<file path="src/rtl/ram_arb_pkg.sv">
// Shared types and defaults for the two-requester RAM port arbiter.
package ram_arb_pkg;

    typedef enum logic {
        OWN_A = 1'b0,
        OWN_B = 1'b1
    } owner_t;

    localparam int DEF_DATA_WIDTH = 8;
    localparam int DEF_ADDR_WIDTH = 4;

    function automatic owner_t other(input owner_t o);
        return (o == OWN_A) ? OWN_B : OWN_A;
    endfunction

endpackage

</file>
<file path="src/rtl/rr_arbiter2.sv">
// Two-way round-robin grant with its own priority register.
module rr_arbiter2
    import ram_arb_pkg::*;
(
    input  logic       clk,
    input  logic       rst,
    input  logic [1:0] req,
    input  logic       accept,
    output logic [1:0] gnt
);

    owner_t prio;
    owner_t winner;

    always_comb begin
        gnt = 2'b00;
        if (!rst) begin
            unique case (1'b1)
                (req == 2'b11): gnt = (prio == OWN_A) ? 2'b01 : 2'b10;
                (req == 2'b01): gnt = 2'b01;
                (req == 2'b10): gnt = 2'b10;
                default:        gnt = 2'b00;
            endcase
        end
    end

    assign winner = gnt[1] ? OWN_B : OWN_A;

    // After a transfer the loser gets first claim on the next tie
    always_ff @(posedge clk) begin
        if (rst) begin
            prio <= OWN_A;
        end else if (accept) begin
            prio <= other(winner);
        end
    end

endmodule

</file>
<file path="src/rtl/ram_port_arbiter.sv">
// Shares one single-port synchronous RAM between requesters A and B,
// routing registered read data back to whichever side issued the read.
module ram_port_arbiter
    import ram_arb_pkg::*;
#(
    parameter int DATA_WIDTH = DEF_DATA_WIDTH,
    parameter int ADDR_WIDTH = DEF_ADDR_WIDTH
) (
    input  logic                  clk,
    input  logic                  rst,
    input  logic                  a_valid,
    output logic                  a_ready,
    input  logic                  a_we,
    input  logic [ADDR_WIDTH-1:0] a_addr,
    input  logic [DATA_WIDTH-1:0] a_wdata,
    output logic                  a_rvalid,
    output logic [DATA_WIDTH-1:0] a_rdata,
    input  logic                  b_valid,
    output logic                  b_ready,
    input  logic                  b_we,
    input  logic [ADDR_WIDTH-1:0] b_addr,
    input  logic [DATA_WIDTH-1:0] b_wdata,
    output logic                  b_rvalid,
    output logic [DATA_WIDTH-1:0] b_rdata,
    output logic                  ram_we,
    output logic [ADDR_WIDTH-1:0] ram_addr,
    output logic [DATA_WIDTH-1:0] ram_din,
    input  logic [DATA_WIDTH-1:0] ram_dout
);

    logic [1:0]            gnt;
    logic                  granted;
    logic                  accept;
    logic                  sel_we;
    logic [ADDR_WIDTH-1:0] sel_addr;
    logic [DATA_WIDTH-1:0] sel_wdata;
    logic [ADDR_WIDTH-1:0] addr_q;
    logic [DATA_WIDTH-1:0] din_q;
    logic                  pend;
    owner_t                owner;

    rr_arbiter2 u_arb (
        .clk    (clk),
        .rst    (rst),
        .req    ({b_valid, a_valid}),
        .accept (accept),
        .gnt    (gnt)
    );

    assign a_ready = gnt[0];
    assign b_ready = gnt[1];
    assign granted = |gnt;
    assign accept  = |(gnt & {b_valid, a_valid});

    assign sel_we    = gnt[1] ? b_we    : a_we;
    assign sel_addr  = gnt[1] ? b_addr  : a_addr;
    assign sel_wdata = gnt[1] ? b_wdata : a_wdata;

    // Idle cycles replay the last address/data so the RAM inputs never glitch
    assign ram_we   = granted & sel_we;
    assign ram_addr = granted ? sel_addr  : addr_q;
    assign ram_din  = granted ? sel_wdata : din_q;

    always_ff @(posedge clk) begin
        if (rst) begin
            addr_q <= '0;
            din_q  <= '0;
            pend   <= 1'b0;
            owner  <= OWN_A;
        end else begin
            addr_q <= ram_addr;
            din_q  <= ram_din;
            pend   <= accept & ~sel_we;
            if (accept) begin
                owner <= gnt[1] ? OWN_B : OWN_A;
            end
        end
    end

    // A read in flight when reset hits is dropped, not returned
    assign a_rvalid = pend & (owner == OWN_A) & ~rst;
    assign b_rvalid = pend & (owner == OWN_B) & ~rst;
    assign a_rdata  = a_rvalid ? ram_dout : '0;
    assign b_rdata  = b_rvalid ? ram_dout : '0;

endmodule

</file>
<file path="config.mk">
export PLATFORM = sky130hd
export DESIGN_NAME = ram_port_arbiter
export DESIGN_NICKNAME = d
export VERILOG_FILES = /design/src/rtl/ram_arb_pkg.sv /design/src/rtl/rr_arbiter2.sv /design/src/rtl/ram_port_arbiter.sv
export SDC_FILE = /design/constraint.sdc
export NUM_CORES = 1
export LEC_CHECK = 0
export CAP_MARGIN = 20
export CORE_AREA = 2 2 55 57
export CTS_CLUSTER_SIZE = 8
export DETAILED_ROUTE_END_ITERATION = 10
export DIE_AREA = 0 0 57 59
export PLACE_DENSITY = 0.85
export SYNTH_ARGS = -nofsm -noshare
export SYNTH_HDL_FRONTEND = slang
export SYNTH_HIERARCHICAL = 1
export SYNTH_SLANG_ARGS = --single-unit
</file>
<file path="constraint.sdc">
create_clock -name clk -period 3.2 [get_ports clk]
set_input_delay 0.64 -clock clk [delete_from_list [all_inputs] [get_ports clk]]
set_output_delay 0.64 -clock clk [all_outputs]
set_load 0.01 [all_outputs]
</file>
==> reports/summary.txt <==
cell repeated most along the worst path: clkdlybuf4s50_1
top cells by area, synth: dfxtp_1 (32%), mux2i_1 (13%), and2_1 (11%)
DR vias/cell: 5.023
Hold Startpoint: din_q[0]
Crit Reg-Reg Startpoint: u_arb/prio
clock power share: 20.6%
Initial Utilization: 35.00%
via count: 1115
1st-iter DRT viols: 19
Net Count, Synth: 147
Util after Layout: 67.82%
Worst Path Arrival: 2.44 ns
Max FO, Critical Path: 10
crit path buf inv count: 4
IO Port Bufs: 70
maximum VDD drop: 271.7 uV
drt wl/cell: 13.92 um
sequential power share: 41.5%
top_reg_cell synth: dfxtp_1
# DRC: 0
Max Freq: 0.3245 GHz
Syn Inst Count: 109
Diodes inserted: 0
die width: 57 um
Worst Hold Depth: 2
synthesized area: 948.4 um^2
Worst Skew: 0.0004219 ns
reg2reg end: addr_q[2]
1st-pass router iterations: 4
Net Sw Power: 0.1349 mW
Worst-Skew Late Latency: 0.27 ns
total track usage: 17.35%
TritonCTS Sinks: 15
post-synth top area share: 31.66%
crit-path cells: clkdlybuf4s50_1 -> nor2b_2 -> nor3b_4 -> buf_6 -> buf_4 -> o21ai_0 -> clkdlybuf4s50_1
CTS tree: done
antenna violations before repair: 0
FF-to-FF setup slack: 1.61 ns
H-Tree Level Count: 1
register area share after synthesis: 31.66%
max cap viols: 0
critical path class: primary input to output pin
most frequent cell after synthesis: and2_1
fin crit share: 96.31%
Pleak: 0.8472 nW
Syn-to-layout area delta: 93.80%
nature of the critical path endpoint: output pin
outcome: finished clean
r2r worst-path depth: 7
Crit-path slowest cell: clkdlybuf4s50_1
setup TNS: 0 ns
synthesized flop and latch total: 15
layout net count: 230
min cycle time layout: 3.082 ns
Hold Crit Endpoint: din_q[0]
FP Rows: 19
number of CTS-inserted buffers: 3
slowest stage delay, CP: 0.56 ns
worst rel slew slack: 74.03%
top cells by instance count after synthesis: and2_1 (16), dfxtp_1 (15), a21oi_1 (13), nor2b_1 (13)
Critical Path RT: 2.56 ns
number of global-route vias before repair: 1051
Ys Warns: 6
final setup fails: 0
Comb pwr share: 37.9%
IO Pins: 71
maximum clock path buffer count: 2
largest net degree at the start of global routing: 23
root buf cell: clkbuf_4
grt ovf: 0
leading area contributor after synthesis: dfxtp_1
Post-DP HPWL: 2348 um
Fin. Hold Viols: 0
Post-Syn Area per Cell: 8.701 um^2
pwr/cell area: 270.8 nW/um^2
library cells used by synthesis: 24
Final Wtd Congestion: 0.8576
CP Launch Type: primary input
switching portion of total power: 27.10%
global-route wire length before repair: 4574 um
Die H: 59 um
final WL: 3091 um
worst slew pin tran: 0.3879 ns
Post-DRT Antenna Nets: 0
Clk pin slew, worst setup/hold paths: 0.09 ns
family with the most delay on the worst path: buffers and inverters
share of cells above drive strength 1: 13.09%
core box area: 2710 um^2
die area: 3363 um^2
Post-synth EDFFs: 0
RSZ-0062 raised after global routing: no
Int Power: 0.3628 mW
max-slew violations: 0
async set or reset register ratio after synthesis: 0%
HP Class: register to register
## metal layers
metal  share of wire [%]  GRT usage, %  up-vias
li1                    -             -      549
met1                  39         19.68      506
met2                  50         30.87       56
met3                  10         5.022        4
met4                 1.2         6.645        0
met5                   0             0        -
## stage by stage
step           setup WS (ns)  hold WS [ns]  total power [mW]  instances  area (um^2)
6_report              0.1180        0.6013            0.4977        222         1838
5_1_grt             0.003045        0.6373            0.5248        222         1838
4_1_cts             0.005916        0.5996            0.4973        213         1724
3_5_place_dp         0.01785        0.5844            0.3945        209         1697
3_3_place_gp         0.07163        0.5573            0.3894        209         1697
2_1_floorplan         0.9655        0.5433            0.2852        109        948.4
## power groups by stage
stage	registers, mW	logic, mW	clock network (mW)
floorplan	0.209	0.0766	0
global placement	0.209	0.180	0
detailed placement	0.210	0.184	0
CTS	0.206	0.185	0.106
global route	0.208	0.203	0.114
finish	0.206	0.189	0.103
## cell families after synthesis
group                  synth area share (%)
AND/OR/NAND/NOR                       28.50
AO/OA/AOI/OAI                         19.92
flip-flops                            31.66
multiplexers                          12.67
buffers and inverters                 7.256
## sequential cells by signal (all words and copies together), names as in the netlist
signal	cells
pend	1
owner	1
addr_q	4
din_q	8
u_arb/prio	1
## worst max path at each step
stage,start,to,slack (ns),cells after the start
detailed placement,a_valid,ram_addr[1],0.02,6
finish,a_valid,ram_we,0.12,7
global route,a_valid,ram_we,0.003,7
floorplan,a_valid,ram_din[0],0.97,6
CTS,a_valid,ram_addr[1],0.006,6
global placement,rst,ram_din[6],0.07,7
## final cells by class
type	instances	area, um^2
clock buffers	3	22.52
clock inverters	1	5.005
fillers	229	872.1
inverters	2	11.26
multi-input cells	84	590.6
flip-flops and latches	15	300.3
well taps	31	38.79
repair buffers	85	862.1
repair inverters	1	7.507
## tightest hold or removal path, stage by stage (launching register included)
cell	delay, ns
dfxtp_1	0.31
mux2i_1	0.16
a211oi_1	0.09
## timing repair
action,4_1_cts,5_1_grt
hold buffers,0,0
endpoints found under the setup margin,0,18
resized for setup,0,17
buffers inserted,0,8
## cells in the final DEF, fill, tap and decap left out, drive strengths merged, types with 3 or more instances in the layout
cell type / count
dfxtp: 15
nor2b: 14
dlymetal6s2s: 13
mux2i: 12
and2: 16
a21oi: 13
buf: 15
a211oi: 12
clkdlybuf4s50: 57
nand2: 7
clkbuf: 3
No activity file was read; power rests on OpenSTA's default activity.
